File: src/rtl/gpi_filter_pkg.sv
// Shared types and default parameter values for the gpi_filter slice.
package gpi_filter_pkg;

    localparam int SYNC_STAGES_DEF     = 2;
    localparam int DEBOUNCE_CYCLES_DEF = 16;

    typedef enum logic {
        STABLE = 1'b0,
        PEND   = 1'b1
    } state_e;

endpackage

File: src/rtl/gpi_filter_sync_ff.sv
// Multi-flop synchronizer for one asynchronous input bit; output is the last stage.
module sync_ff #(
    parameter int DEPTH = 2
) (
    input  logic clk_i,
    input  logic rst_in,
    input  logic d_i,
    output logic q_o
);

    logic [DEPTH-1:0] sync_q;

    always_ff @(posedge clk_i or negedge rst_in) begin
        if (!rst_in) begin
            sync_q <= '0;
        end else begin
            sync_q <= {sync_q[DEPTH-2:0], d_i};
        end
    end

    assign q_o = sync_q[DEPTH-1];

endmodule

File: src/rtl/gpi_filter.sv
// Synchronizes and debounces a GPIO pad, emits edge pulses and an optional sticky interrupt.
// Define GPI_FILTER_IRQ_EN to build the interrupt flop; otherwise irq_o is tied low.
module gpi_filter
    import gpi_filter_pkg::*;
#(
    parameter int SYNC_STAGES     = SYNC_STAGES_DEF,
    parameter int DEBOUNCE_CYCLES = DEBOUNCE_CYCLES_DEF
) (
    input  logic clk_i,
    input  logic rst_in,
    input  logic gpi_pad_i,
    output logic gpi_o,
    output logic rise_o,
    output logic fall_o,
    input  logic irq_rise_en_i,
    input  logic irq_fall_en_i,
    input  logic irq_clr_i,
    output logic irq_o
);

    localparam int              CNT_W    = $clog2(DEBOUNCE_CYCLES);
    localparam logic [CNT_W-1:0] CNT_ONE  = CNT_W'(1);
    localparam logic [CNT_W-1:0] CNT_LAST = CNT_W'(DEBOUNCE_CYCLES - 1);

    logic             sync;
    state_e           state_q, state_d;
    logic [CNT_W-1:0] cnt_q, cnt_d;
    logic             gpi_q, gpi_d;
    logic             rise_q, rise_d;
    logic             fall_q, fall_d;

    sync_ff #(
        .DEPTH (SYNC_STAGES)
    ) u_sync (
        .clk_i  (clk_i),
        .rst_in (rst_in),
        .d_i    (gpi_pad_i),
        .q_o    (sync)
    );

    always_comb begin
        state_d = state_q;
        cnt_d   = cnt_q;
        gpi_d   = gpi_q;
        rise_d  = 1'b0;
        fall_d  = 1'b0;
        unique case (state_q)
            STABLE: begin
                cnt_d = '0;
                if (sync != gpi_q) begin
                    state_d = PEND;
                    cnt_d   = CNT_ONE;
                end
            end
            PEND: begin
                if (sync == gpi_q) begin
                    state_d = STABLE;
                    cnt_d   = '0;
                end else if (cnt_q == CNT_LAST) begin
                    // enough consecutive disagreeing samples: commit the new level
                    gpi_d   = sync;
                    rise_d  = sync;
                    fall_d  = ~sync;
                    state_d = STABLE;
                    cnt_d   = '0;
                end else begin
                    cnt_d = cnt_q + CNT_ONE;
                end
            end
            default: begin
                state_d = STABLE;
                cnt_d   = '0;
            end
        endcase
    end

    always_ff @(posedge clk_i or negedge rst_in) begin
        if (!rst_in) begin
            state_q <= STABLE;
            cnt_q   <= '0;
            gpi_q   <= 1'b0;
            rise_q  <= 1'b0;
            fall_q  <= 1'b0;
        end else begin
            state_q <= state_d;
            cnt_q   <= cnt_d;
            gpi_q   <= gpi_d;
            rise_q  <= rise_d;
            fall_q  <= fall_d;
        end
    end

    assign gpi_o  = gpi_q;
    assign rise_o = rise_q;
    assign fall_o = fall_q;

`ifdef GPI_FILTER_IRQ_EN
    logic irq_q;

    // set has priority so an edge landing on the clear cycle is not lost
    always_ff @(posedge clk_i or negedge rst_in) begin
        if (!rst_in) begin
            irq_q <= 1'b0;
        end else if ((rise_q & irq_rise_en_i) | (fall_q & irq_fall_en_i)) begin
            irq_q <= 1'b1;
        end else if (irq_clr_i) begin
            irq_q <= 1'b0;
        end
    end

    assign irq_o = irq_q;
`else
    logic unused_irq_inputs;

    assign unused_irq_inputs = irq_rise_en_i ^ irq_fall_en_i ^ irq_clr_i;
    assign irq_o             = 1'b0;
`endif

endmodule

File: config.mk
export PLATFORM = sky130hd
export DESIGN_NAME = gpi_filter
export DESIGN_NICKNAME = d
export VERILOG_FILES = /design/src/rtl/gpi_filter_pkg.sv /design/src/rtl/gpi_filter_sync_ff.sv /design/src/rtl/gpi_filter.sv
export SDC_FILE = /design/constraint.sdc
export NUM_CORES = 1
export LEC_CHECK = 0
export CELL_PAD_IN_SITES_DETAIL_PLACEMENT = 0
export CELL_PAD_IN_SITES_GLOBAL_PLACEMENT = 1
export CORE_AREA = 2 2 39 41
export CTS_CLUSTER_DIAMETER = 120
export DETAILED_ROUTE_END_ITERATION = 6
export DIE_AREA = 0 0 41 43
export DONT_BUFFER_PORTS = 1
export GPL_TIMING_DRIVEN = 0
export HOLD_SLACK_MARGIN = 0.05
export MAX_ROUTING_LAYER = met4
export PLACE_DENSITY = 0.49
export SLEW_MARGIN = 10
export SYNTH_ARGS = -nofsm -noshare
export SYNTH_HDL_FRONTEND = slang
export SYNTH_SLANG_ARGS = --single-unit
File: constraint.sdc
create_clock -name clk_i -period 1.29 [get_ports clk_i]
set_input_delay 0.258 -clock clk_i [delete_from_list [all_inputs] [get_ports clk_i]]
set_output_delay 0.258 -clock clk_i [all_outputs]
set_load 0.01 [all_outputs]
==> flow_summary.json <==
{
  "place_hpwl_um": 417,
  "cts_sinks": 10,
  "regToRegSetupSlack_ns": 0.06,
  "async_reset_ff_frac": 1.00,
  "synthSimpleGateAreaFrac": 0.125,
  "post-cts-setup-buffers": 0,
  "post-route-period-util": 0.950,
  "drc": 0,
  "yosys_most_used_dff": "dfrtp_1",
  "grt.total_usage": 0.0901,
  "worst_path_dominant_cell_family": "flip-flops",
  "worstPathMaxFanout": 4,
  "crit_path_end_kind": "flop",
  "crit_type": "flop to flop",
  "ys_seq_elements": 10,
  "startpoint_type": "flop",
  "ys_top_cells_by_area": "dfrtp_1 62%, a311oi_2 3.7%, mux2_4 3.7%",
  "status": "completed",
  "gr-total-overflow": 0,
  "start_util": 0.290,
  "grt_pass1_wl_um": 931,
  "syn-cell-area_um2": 402,
  "ys_types": 18,
  "yosys.area_share.adder": 0.0312,
  "seqCellArea_um2": 250,
  "ios": 10,
  "dieArea_mm2": 0.00176,
  "power.leakage_nw": 0.220,
  "path_clk_slew_ns": 0.06,
  "cpMaxStageDelayCell": "dfrtp_1",
  "synth_xor_area_frac": 0.0436,
  "worstPathArrival_ns": 1.36,
  "synthMuxAreaShare": 0.0374,
  "synthesis.nets": 35,
  "yosysTopAreaCellShare": 0.623,
  "synth_commonest_cells": "10 x dfrtp_1, 2 x nor3b_1",
  "max_stage_delay_ns": 0.39,
  "worstHoldPathType": "flop to flop",
  "fin_crit_ns": 1.23,
  "numCtsBuffers": 3,
  "grt_pass1_vias": 225,
  "synth_compound_area_frac": 0.112,
  "clock_tree.buffer_depth": 2,
  "multiInputGateArea_um2": 146,
  "gp_congestion": 0.693,
  "crit_chain": "ha_2 -> nand4_2 -> mux2_4",
  "setup-tns-final_ns": 0,
  "wirelength_um": 533,
  "clk_latency_ns": 0.25,
  "routedWlPerCell_um": 10.9,
  "route.antenna.remaining_nets": 0,
  "grt_max_degree": 11,
  "drive_gt1_frac": 0.333,
  "synth.largest_area_cell": "dfrtp_1",
  "dr.first_iter.drc_count": 3,
  "rows": 14,
  "synth_cells": 28,
  "synth-edff-count": 0,
  "fillers": 134,
  "synth_top_family_by_area": "simple AND/OR/NAND/NOR gates",
  "cts_tree": "yes",
  "syn2layout_area_growth_pct": 16.2,
  "yosysMostFrequentCell": "dfrtp_1",
  "final_util": 0.337,
  "diodes": 0,
  "drt_pass1_iterations": 3,
  "core_area_mm2": 0.00138,
  "fin_nets": 42,
  "fmaxAchievable_mhz": 816,
  "vias": 225,
  "vias_per_cell": 4.59,
  "worst-path-buf-inv": 0,
  "die_h_um": 43,
  "antenna_found_initial": 0,
  "final_hold_viol_count": 0,
  "maxCapViolations": 0,
  "die_width_um": 41,
  "postSynthAreaPerCell_um2": 14.3,
  "finalSetupViolations": 0,
  "cts_root_buf": "clkbuf_4",
  "power.density_mw_per_mm2": 1180,
  "ys_warn_count": 0,
  "rsz0062_at_grt": "false",
  "htreeDepth": 1,
  "seq_area_frac_synth": 0.623,
  "power_uw": 553,
  "drv_slew": 0,
  "port_buffers": 0,
  "skew_ns": 0.00288,
  "required_ns": 1.42,
  "peakVddDrop_uv": 477
}
==> placed cells by master, fill, tap and decap left out <==
master / Yosys / final
xor2_1: 1 / 1
a31oi_1: 1 / 1
a31o_2: 1 / 1
nand2_1: 1 / 1
mux2_4: 1 / 1
and3_2: 1 / 1
conb_1: 1 / 1
and2_2: 1 / 1
buf_4: 1 / 1
clkbuf_4: 0 / 3
a21boi_0: 1 / 1
dfrtp_1: 10 / 10
a21o_1: 1 / 1
nand4_2: 1 / 1
dlygate4sd3_1: 0 / 2
xnor2_1: 1 / 1
ha_2: 0 / 1
nor3b_1: 2 / 2
a311oi_2: 1 / 1
nor2_1: 1 / 1
==> where the power goes <==
| group | switching [mW] | total [mW] | internal [mW] |
|---|---|---|---|
| logic | 0.0154 | 0.0316 | 0.0162 |
| clock network | 0.0839 | 0.190 | 0.106 |
| registers | 0.00830 | 0.331 | 0.323 |
| total | 0.108 | 0.553 | 0.445 |
==> what timing repair did <==
action / in CTS / in global routing
gates resized for setup: 0 / 1
setup endpoints to repair: 0 / 1
hold buffers: 2 / 0
endpoints found under the hold margin: 11 / 0
==> per-layer routing <==
| metal | routed length [µm] | up-vias | global-route usage | share of wire |
|---|---|---|---|---|
| li1 | - | 108 | - | - |
| met5 | 0 | - | - | 0 |
| met3 | 23 | 0 | 0.0524 | 0.043 |
| met1 | 259 | 113 | 0.113 | 0.49 |
| met4 | 0 | 0 | 0.0800 | 0 |
| met2 | 250 | 4 | 0.0969 | 0.47 |
==> metrics by stage <==
step	std cells	setup WS, ns	instance area [µm²]	hold WS (ns)
6_report	49	0.0643	467	0.355
5_1_grt	49	0.0162	467	0.379
4_1_cts	49	0.0306	464	0.363
3_5_place_dp	44	0.0401	422	-0.0373
3_3_place_gp	44	0.0280	422	-0.0373
2_1_floorplan	28	0.102	402	-0.0376
==> cell families (layout without fill, tap and decap cells) <==
logic type / count (synthesis) / after routing
muxes: 1 / 1
buffers and inverters: 1 / 6
other: 1 / 1
and+or+nand+nor: 7 / 7
xor gates and xnor gates: 2 / 2
AOI/OAI and AO/OA: 5 / 5
adders and majority gates: 1 / 1
DFF: 10 / 10
==> registers in the layout, summed over array words and instances (netlist names) <==
signal and flops:
cnt_q 4, fall_o 1, gpi_o 1, rise_o 1, state_q 1, u_sync.sync_q 2
==> worst paths after layout <==
kind                             startpoint          endpoint  depth (start not counted)
hold / removal             u_sync.sync_q[0]  u_sync.sync_q[1]                          0
hold reg to reg            u_sync.sync_q[0]  u_sync.sync_q[1]                          0
min in group asynchronous            rst_in          cnt_q[2]                          1
max in group asynchronous            rst_in          cnt_q[1]                          1
setup / recovery                   cnt_q[0]             gpi_o                          3
setup reg to reg                   cnt_q[0]             gpi_o                          3
==> layout make-up <==
type	instances	share of cell area
Timing Repair Buffer	2	0.0429
Multi-Input combinational cell	17	0.314
Clock buffer	3	0.0483
Sequential cell	10	0.536
Buffer	1	0.0161
Tap cell	16	0.0429
Power figures use the tool's default switching activity.
